===== config.mk =====
export PLATFORM = sky130hd
export DESIGN_NAME = m_store_buffer
export DESIGN_NICKNAME = d
export VERILOG_FILES = /design/src/rtl/m_store_buffer.sv
export SDC_FILE = /design/constraint.sdc
export NUM_CORES = 1
export LEC_CHECK = 0
export CAP_MARGIN = 20
export CORE_MARGIN = 3
export CORE_UTILIZATION = 60
export DETAILED_ROUTE_END_ITERATION = 12
export PLACE_DENSITY_LB_ADDON = 0.08
export SYNTH_ARGS = -nofsm -noshare
export SYNTH_HDL_FRONTEND = slang
export SYNTH_SLANG_ARGS = --single-unit

===== constraint.sdc =====
create_clock -name clk -period 11.8 [get_ports clk]
set_input_delay 3.54 -clock clk [delete_from_list [all_inputs] [get_ports clk]]
set_output_delay 3.54 -clock clk [all_outputs]
set_load 0.005 [all_outputs]

===== src/rtl/m_store_buffer.sv =====
// M-stage store buffer: encodes sw/sh/sb into word address, lane-replicated data and byte
// enables, queues them in a DEPTH-entry FIFO drained over req/ack. Option: ALIGN_CHECK_EN.
module m_store_buffer #(
    parameter int unsigned DEPTH = 4
) (
    input  logic        clk,
    input  logic        reset,
    input  logic        StoreEn,
    input  logic [1:0]  BEOp,
    input  logic [31:0] Addr,
    input  logic [31:0] WD,
    input  logic        LoadEn,
    output logic        Stall,
    output logic        AdES,
    output logic        Empty,
    output logic        m_data_req,
    output logic [31:0] m_data_addr,
    output logic [31:0] m_data_wdata,
    output logic [3:0]  m_data_byteen,
    input  logic        m_data_ack
);

    localparam int unsigned PTR_W = $clog2(DEPTH);
    localparam int unsigned CNT_W = PTR_W + 1;

    localparam logic [1:0] BE_SW = 2'd0;
    localparam logic [1:0] BE_SH = 2'd1;
    localparam logic [1:0] BE_SB = 2'd2;
    localparam logic [1:0] BE_NONE = 2'd3;

    typedef struct packed {
        logic [29:0] waddr;
        logic [31:0] wdata;
        logic [3:0]  byteen;
    } sb_entry_t;

    sb_entry_t              entry_q [DEPTH];
    sb_entry_t              entry_d [DEPTH];
    logic [PTR_W-1:0]       rd_ptr_q, rd_ptr_d;
    logic [PTR_W-1:0]       wr_ptr_q, wr_ptr_d;
    logic [CNT_W-1:0]       count_q, count_d;

    sb_entry_t              new_entry;
    logic [DEPTH-1:0]       valid;
    logic                   misaligned;
    logic                   full_stall;
    logic                   load_hit;
    logic                   push;
    logic                   pop;
    sb_entry_t              head;

    // Store encoding: replicate data across lanes, select lanes by address.
    always_comb begin
        new_entry.waddr  = Addr[31:2];
        new_entry.wdata  = WD;
        new_entry.byteen = 4'b0000;
        case (BEOp)
            BE_SW: begin
                new_entry.wdata  = WD;
                new_entry.byteen = 4'b1111;
            end
            BE_SH: begin
                new_entry.wdata  = {WD[15:0], WD[15:0]};
                new_entry.byteen = Addr[1] ? 4'b1100 : 4'b0011;
            end
            BE_SB: begin
                new_entry.wdata  = {4{WD[7:0]}};
                new_entry.byteen = 4'b0001 << Addr[1:0];
            end
            default: begin
                new_entry.wdata  = WD;
                new_entry.byteen = 4'b0000;
            end
        endcase
    end

`ifdef ALIGN_CHECK_EN
    assign misaligned = StoreEn && (((BEOp == BE_SW) && (Addr[1:0] != 2'b00)) ||
                                    ((BEOp == BE_SH) && Addr[0]));
`else
    assign misaligned = 1'b0;
`endif

    // An entry is live when its distance from the head is below the count.
    always_comb begin
        valid = '0;
        for (int i = 0; i < DEPTH; i++) begin
            valid[i] = ({1'b0, PTR_W'(PTR_W'(i) - rd_ptr_q)} < count_q);
        end
    end

    always_comb begin
        load_hit = 1'b0;
        for (int i = 0; i < DEPTH; i++) begin
            if (valid[i] && (entry_q[i].waddr == Addr[31:2])) begin
                load_hit = 1'b1;
            end
        end
        load_hit = load_hit && LoadEn;
    end

    // Full stall ignores a same-cycle pop to keep the path short.
    assign full_stall = StoreEn && !misaligned && (count_q == CNT_W'(DEPTH));
    assign Stall      = full_stall || load_hit;
    assign AdES       = misaligned;
    assign push       = StoreEn && (BEOp != BE_NONE) && !Stall && !misaligned;
    assign pop        = (count_q != '0) && m_data_ack;

    always_comb begin
        entry_d  = entry_q;
        rd_ptr_d = rd_ptr_q;
        wr_ptr_d = wr_ptr_q;
        count_d  = count_q;
        if (push) begin
            entry_d[wr_ptr_q] = new_entry;
            wr_ptr_d          = wr_ptr_q + PTR_W'(1);
        end
        if (pop) begin
            rd_ptr_d = rd_ptr_q + PTR_W'(1);
        end
        case ({push, pop})
            2'b10:   count_d = count_q + CNT_W'(1);
            2'b01:   count_d = count_q - CNT_W'(1);
            default: count_d = count_q;
        endcase
    end

    always_ff @(posedge clk or negedge reset) begin
        if (!reset) begin
            rd_ptr_q <= '0;
            wr_ptr_q <= '0;
            count_q  <= '0;
            for (int i = 0; i < DEPTH; i++) begin
                entry_q[i] <= '0;
            end
        end else begin
            rd_ptr_q <= rd_ptr_d;
            wr_ptr_q <= wr_ptr_d;
            count_q  <= count_d;
            for (int i = 0; i < DEPTH; i++) begin
                entry_q[i] <= entry_d[i];
            end
        end
    end

    assign head          = entry_q[rd_ptr_q];
    assign m_data_req    = (count_q != '0);
    assign Empty         = (count_q == '0);
    assign m_data_addr   = {head.waddr, 2'b00};
    assign m_data_wdata  = head.wdata;
    assign m_data_byteen = head.byteen;

endmodule

Yosys cells after proc, flatten, opt, wreduce, memory -nomap -nowiden:

Index checks and enable logic that the tools add are counted.
W data, S select, Z words.

* bits in registers: 271
* word-level logic and storage cells: 72
* input port bits: 71
* output and inout port bits: 72

* eq/ne operators: 10
* muxes and demuxes: 13
* shifts and indexed selects: 1
* magnitude comparators: 7
* reductions and logical operators: 16
* bitwise logic cells: 2
* $add $sub $neg: 8

Operators with widths (count)
* $bwmux W264: 1
* $mux W66: 3
* $bmux W66 S2: 1
* $demux W66 S2: 1
* $eq A30 B30 Y1: 4
* $pmux W36 S3: 1
* $lt A2 B3 Y1: 4
* $logic_and A1 B1 Y1: 10
* $ge A3 B3 Y1 const B: 2
* $not A2 Y3: 2
* $pmux W3 S2: 1
* $add A2 B1 Y2 const B: 2
* $eq A2 B1 Y1 const B: 2
* $eq A2 B2 Y1 const B: 2
* $mux W1: 4
* $mux W4: 1
* $shl A1 B2 Y4 const A: 1
* $sub A1 B2 Y2 const A: 2
* $sub A2 B2 Y2 const A: 2
* $add A3 B1 Y3 const B: 1
* $eq A3 B3 Y1 const B: 1
* $logic_not A3 Y1: 1
* $lt A3 B1 Y1 const B: 1
* $reduce_bool A3 Y1: 1
* other kinds (6): 6

Depth between registers and ports, before layout:

* depth in word-level cells: 13
* depth in mapped cells: 19

Worst setup path after synthesis:

Ideal clock, no wire load.

* path kind: input-to-output
* from: input Addr[28]
* to: output Stall
* path slack: 3312 ps
* data required time: 8260 ps
* stages: 9
* data arrival time: 4948 ps
* path through: buf_4 > xor2_1 > nor4_1 > nand4_1 > a2111oi_0 > or4_1 > buf_6 > nand2_1 > nand2_1

* cells in the longest elaborated chain, start to end: 8
* elaborated cells between the ends (all ways): 14

Ends and longest elaborated chain
* from (decl): line 10 `input logic [31:0] Addr,`
* $eq A30 B30 Y1: line 95 `if (valid[i] && (entry_q[i].waddr == Addr[31:2])) begin`
* $logic_and A1 B1 Y1: line 95
* $mux W1 (3 in a row): line 95
* $mux W1 *: line 95
* $logic_and A1 B1 Y1 *: line 99 `load_hit = load_hit && LoadEn;`
* $logic_or A1 B1 Y1 *: line 104 `assign Stall = full_stall || load_hit;`
* to (decl): line 13 `output logic Stall,`

Mark *: on every way between the ends. The rest lies on a longest branch, timed or not.

Worst setup path in the final report:

* from: input Addr[7]
* to: output Stall

The elaborated chain is that of the path after synthesis.

==> key figures <==
Outcome
  • Status: complete, no violations

Synth
  • Yosys cell types: 39
  • Mean area per synthesized cell: 14.0 µm²
  • Yosys warns: 0
  • Cells after Synth: 1047
  • #FFs+latches synth: 271
  • Syn Std Cell Area: 14700 µm²
  • Seq/Total Area, Yosys: 0.461

Pwr
  • Comb pwr share: 0.461
  • Max VDD drop: 0.191 mV
  • Pwr per Cell Area: 300 nW/µm²
  • Static Leak: 7.61 nW
  • Switching Fraction: 0.321
  • Power share of the sequential group: 0.352
  • Clk network pwr share: 0.187
  • Psw: 1.63 mW
  • Internal power: 3.44 mW

Clock tree
  • TritonCTS clock tree: yes
  • CTS Hold Bufs: 0
  • Htree depth: 1
  • CTS Buffer Depth: 3
  • CTS resizes: 0
  • CTS Sinks: 271
  • Post-CTS setup buffer count: 0
  • Clock latency on the worst-skew pair: 0.55 ns
  • Clock Pin Slew Worst Setup and Hold Paths: 0.06 ns
  • TritonCTS buffer count: 30
  • CTS Root Cell: clkbuf_16

Global route
  • Vias in the first global route: 9168
  • Tot GR Track Use: 0.268
  • Largest net degree at the start of global routing: 127
  • First-pass GRT wire length: 54500 µm
  • Total gr overflow: 0
  • Initial antenna violation count: 2

Detailed routing
  • First-pass detailed-route iteration total: 7
  • Vias: 8770
  • Drt wl/cell: 23.6 µm
  • Final ANT Viol Nets: 0
  • Initial DRC Count: 621
  • Routed wire length: 34700 µm
  • Vias/cell: 5.96
  • Drt drc: 0

Cells and area
  • Layout area overhead: 15.0%
  • Multi-input combinational cell area: 7010 µm²
  • # diodes: 0
  • Register Area: 6790 µm²
  • Share of cells above drive strength 1: 0.310
  • Final #Nets: 1217
  • Fillcell total: 1633

Timing
  • RSZ-0062 raised after global routing: false
  • Worst slew margin: 0.347
  • Setup Skew: 0.0105 ns
  • Maximum clock frequency: 0.0975 GHz
  • Fin crit period: 10.25 ns
  • Final cycle utilization of the critical path: 0.869
  • Slew @ Worst Pin: 0.979 ns
  • Final Setup Violations: 0
  • Final WS setup: 1.55 ns
  • Final Hold Viols: 0
  • Final Max Tran Viols: 0
  • Setup TNS: 0 ns

Worst setup path
  • Worst EP required: 8.26 ns
  • Critical path start-end classification: primary input to primary output
  • CP startpoint kind: primary input
  • CP Capture Type: primary output
  • Reg2reg setup slack: 7.16 ns
  • Worst Path Arrival: 6.71 ns
  • Reg-to-Reg Start: rd_ptr_q[0]
  • CP max FO: 10
  • Reg2reg path depth: 7
  • RR Endpoint: entry_q[103]

Die
  • Row count: 56
  • Core Area: 23800 µm²
  • DIE AREA: 26400 µm²
  • Starting Density: 0.619
  • DIE HEIGHT: 163 µm
  • Die Span X: 163 µm
  • Top-Level Pins: 143

Placed design
  • Buffers on Ports: 139
  • DP Worst Slack: 1.67 ns
  • GP Congestion: 0.887
  • DPL Wire Length: 22700 µm

Hold path
  • Hold Path Class: register to register
  • Worst hold stages: 1
  • Hold Path End: entry_q[87]
  • Hold Startpoint: entry_q[87]

Job
  • MaxCap Viol Count: 0
-- cells in the mapped netlist --
master | number | area, µm²
a2bb2oi_2 | 3 | 45.0
mux2i_1 | 8 | 80.1
mux2_2 | 117 | 1320
buf_4 | 28 | 210
a2111oi_0 | 4 | 35.0
a211oi_1 | 8 | 60.1
buf_2 | 12 | 60.1
o2111ai_1 | 4 | 35.0
xnor2_1 | 17 | 149
o221ai_1 | 2 | 17.5
fa_1 | 1 | 20.0
mux4_2 | 66 | 1490
nor3_1 | 4 | 20.0
nand2b_1 | 2 | 12.5
a21o_4 | 4 | 60.1
mux2_4 | 108 | 1620
xor2_1 | 111 | 972
ha_1 | 9 | 113
o21ai_0 | 1 | 5.00
buf_6 | 26 | 293
nand2_1 | 26 | 97.6
dfrtp_1 | 271 | 6780
a21bo_2 | 4 | 40.0
nor2b_1 | 10 | 62.6
and3_1 | 1 | 6.26
inv_1 | 64 | 240
buf_1 | 11 | 41.3
nor2_1 | 3 | 11.3
nand3_1 | 14 | 70.1
nand4_1 | 4 | 25.0
a2bb2oi_1 | 45 | 394
clkbuf_1 | 17 | 63.8
or3_1 | 1 | 6.26
conb_1 | 1 | 3.75
o31ai_1 | 2 | 15.0
a21oi_1 | 12 | 60.1
and2_1 | 1 | 6.26
nor4_1 | 24 | 150
or4_1 | 1 | 7.51
-- kinds of logic after synthesis --
kind of cell             Yosys count  synth area share
XOR/XNOR                         128            0.0763
flip-flops                       271             0.461
other                              1          0.000255
buffers and inverters            158            0.0618
multiplexers                     299             0.307
adder cells (fa/ha/maj)           10           0.00903
AND/OR/NAND/NOR                   91            0.0324
AO/OA/AOI/OAI                     89            0.0522
-- layout make-up --
cell class | instances | area share
Tap cell | 319 | 0.0236
Clock inverter | 7 | 0.00866
Inverter | 64 | 0.0142
Timing Repair Buffer | 149 | 0.0871
Clock buffer | 41 | 0.0498
Sequential cell | 271 | 0.402
Multi-Input combinational cell | 620 | 0.415
-- cell usage in the layout (no fill, tap or decap), types with 2 or more instances in the layout --
| cell | netlist | routed |
|---|---|---|
| dfrtp_1 | 271 | 269 |
| clkbuf_1 | 17 | 6 |
| mux2_4 | 108 | 108 |
| mux2_2 | 117 | 117 |
| a21o_4 | 4 | 4 |
| a2bb2oi_1 | 45 | 45 |
| o31ai_1 | 2 | 2 |
| mux2i_1 | 8 | 8 |
| nor2b_1 | 10 | 10 |
| a21oi_1 | 12 | 12 |
| mux4_2 | 66 | 66 |
| a211oi_1 | 8 | 8 |
| xor2_1 | 111 | 111 |
| inv_1 | 64 | 64 |
| conb_1 | 1 | 3 |
| a21bo_2 | 4 | 4 |
| nor4_1 | 24 | 24 |
| a2111oi_0 | 4 | 4 |
| a2bb2oi_2 | 3 | 3 |
| nand2b_1 | 2 | 2 |
| clkinv_2 | 0 | 2 |
| buf_4 | 28 | 10 |
| xnor2_1 | 17 | 17 |
| ha_1 | 9 | 9 |
| clkbuf_16 | 0 | 30 |
| nand3_1 | 14 | 14 |
| o221ai_1 | 2 | 2 |
| o2111ai_1 | 4 | 4 |
| clkbuf_8 | 0 | 5 |
| nand2_1 | 26 | 26 |
| dfrtp_4 | 0 | 2 |
| clkdlybuf4s50_1 | 0 | 138 |
| bufinv_16 | 0 | 4 |
| nor3_1 | 4 | 4 |
| nand4_1 | 4 | 4 |
| nor2_1 | 3 | 3 |
-- through the flow --
| step | std cells | utilization | hold slack, ns | area, µm² | power (mW) |
|---|---|---|---|---|---|
| floorplan | 1049 | - | 0.474 | 14700 | 3.22 |
| global placement | 1423 | 0.670 | 0.482 | 15900 | 4.09 |
| detailed placement | 1423 | 0.670 | 0.488 | 15900 | 4.14 |
| CTS | 1471 | 0.712 | 0.501 | 16900 | 5.11 |
| global route | 1471 | 0.712 | 0.505 | 16900 | 5.35 |
| finish | 1471 | 0.712 | 0.500 | 16900 | 5.07 |
-- power by group through the flow --
stage                     registers, mW  logic, mW  clock network, mW
after global placement             1.77       2.32                  0
final                              1.78       2.34              0.948
after detailed placement           1.79       2.35                  0
after global routing               1.85       2.50               1.00
after floorplan                    1.64       1.58                  0
after CTS                          1.78       2.36              0.964
-- registers in the layout, summed over array words and instances (netlist names) --
| name | count |
|---|---|
| count_q | 3 |
| entry_q | 264 |
| rd_ptr_q | 2 |
| wr_ptr_q | 2 |
-- worst max-delay path by stage --
stage / from / to / slack [ns] / cells past startpoint
4_1_cts: Addr[16] / Stall / 1.64 / 9
3_5_place_dp: Addr[9] / Stall / 1.67 / 9
3_3_place_gp: Addr[16] / Stall / 1.65 / 9
5_1_grt: Addr[10] / Stall / 1.49 / 9
6_report: Addr[7] / Stall / 1.55 / 9
2_1_floorplan: Addr[28] / Stall / 3.31 / 9
-- critical path, stage by stage --
cell             delay, ns
clkdlybuf4s50_1       0.59
xor2_1                0.24
nor4_1                0.51
nand4_1               0.16
a2111oi_0             0.48
or4_1                 0.47
nand2_1               0.11
nand2_1               0.10
clkdlybuf4s50_1       0.51
-- routing by layer --
metal,up-vias,wire (µm),GRT usage
met5,-,17,0
met4,4,1040,0.0775
met3,63,1960,0.0539
met2,222,16700,0.435
met1,4576,14900,0.370
li1,3905,-,-
No activity file was read; power rests on OpenSTA's default activity.
==> edit (same flow settings) <==
Build with the macro `ALIGN_CHECK_EN` defined.
--- a/src/rtl/m_store_buffer.sv
+++ b/src/rtl/m_store_buffer.sv
@@ -2,2 +2,4 @@
 // enables, queues them in a DEPTH-entry FIFO drained over req/ack. Option: ALIGN_CHECK_EN.
+`define ALIGN_CHECK_EN
+
 module m_store_buffer #(
Formal check against the unedited RTL: not equivalent (Yosys sat finds a counterexample within 4 cycles, from zero or initial values and one cycle with reset low).
==> edit against the unedited design <==
Core utilization up 0.59 points. Critical path depth unchanged. Routed wire length decreased by 1.6%. Sequential power up 2%. Clock skew increased by 0.012 ns. Power decreased by 0.62%. Clock power grew 7%. Final area increased by 1.1%. Worst setup slack worse by 0.42 ns. Maximum frequency is 4.0% lower. Area after synthesis grew 0.39%. Sequential cell count is the same. Register-to-register slack lost 0.21 ns. Largest cell class unchanged.
==> edit: results (changes against the unedited design) <==
| Metric | Value |
|---|---|
| Data arrival time of the critical path | 7.14 ns (was 6.71 ns) |
| Synth top cells by count | dfrtp_1, mux2_4, mux2_2 (was dfrtp_1, mux2_2, xor2_1) |
| Data buffer area share | 8.74% (was 8.71%) |
| Reg2Reg Setup Slack | 6.95 ns (was 7.16 ns) |
| Sequential element share of the synthesized area | 46.0% (was 46.1%) |
| Initial core utilization | 61.9% (about the same) |
| Outcome | finished, final reports clean (unchanged) |
| Initial drt markers | 595 (was 621) |
| Largest net degree at the start of global routing | 167 (was 127) |
| DR pass1 iterations | 4 (was 7) |
| GP Congestion | 0.908 (was 0.887) |
| Worst hold slack | 0.501 ns (was 0.500 ns) |
| Hold_sp | entry_q[66] (was entry_q[87]) |
| Pre-CTS setup slack | 1.23 ns (was 1.67 ns) |
| XOR/XNOR Fraction of Synth Area | 7.60% (was 7.63%) |
| Post-synthesis mux area share | 36.1% (was 30.7%) |
| Wire length per cell | 24.2 um (was 23.6 um) |
| Net Sw Power | 1.55 mW (was 1.63 mW) |
| Worst slew margin | 27.1% (was 34.7%) |
| Signal buffers | 150 (was 149) |
| R2r endpoint | entry_q[23] (was entry_q[103]) |
| Compound-cell area share of the yosys netlist | 1.92% (was 5.22%) |
| Hold worst-path end | entry_q[66] (was entry_q[87]) |
| Inverter count | 15 (was 64) |
| Vias in the first global route | 8886 (was 9168) |
| Static Leak | 7.26 nW (was 7.61 nW) |
| Area share of fa/ha/maj cells after synthesis | 0.899% (was 0.903%) |
| Via count | 8340 (was 8770) |
| Clk_skew | 0.0221 ns (was 0.0105 ns) |
| Cell Count, Final, Fillers Out | 1410 (was 1471) |
| Met3 wire len | 1940 um (was 1960 um) |
| Finished layout cell area | 17100 um2 (was 16900 um2) |
| R2R depth | 10 (was 7) |
edit: cell count changes after synthesis, moves of 10 or more:
cell       delta
mux2_4       +52
inv_1        -49
a2bb2oi_1    -45
nand2_1      -17
buf_6        -16
buf_8        +16
nand3_1      -10
edit: cells by family after synthesis:
| family | after synthesis |
|---|---|
| adder cells (fa/ha/maj) | 10 |
| buffers and inverters | 100 |
| AND/OR/NAND/NOR | 64 |
| other | 1 |
| XOR/XNOR | 128 |
| multiplexers | 355 |
| flip-flops | 271 |
| AO/OA/AOI/OAI | 40 |
edit: per-layer routing:
layer  up-vias  GRT usage, %
met3        54          6.03
met4         4          6.96
li1       3694             -
met2       223          42.3
met1      4365          36.2
met5         -             0
edit: power groups by stage:
stage / Clock (mW) / Sequential [mW] / Combinational [mW]
final: 1.01 / 1.82 / 2.21
after global placement: 0 / 1.81 / 2.19
after global routing: 1.07 / 1.89 / 2.36
after floorplan: 0 / 1.65 / 1.52
after detailed placement: 0 / 1.82 / 2.22
after CTS: 1.03 / 1.82 / 2.24
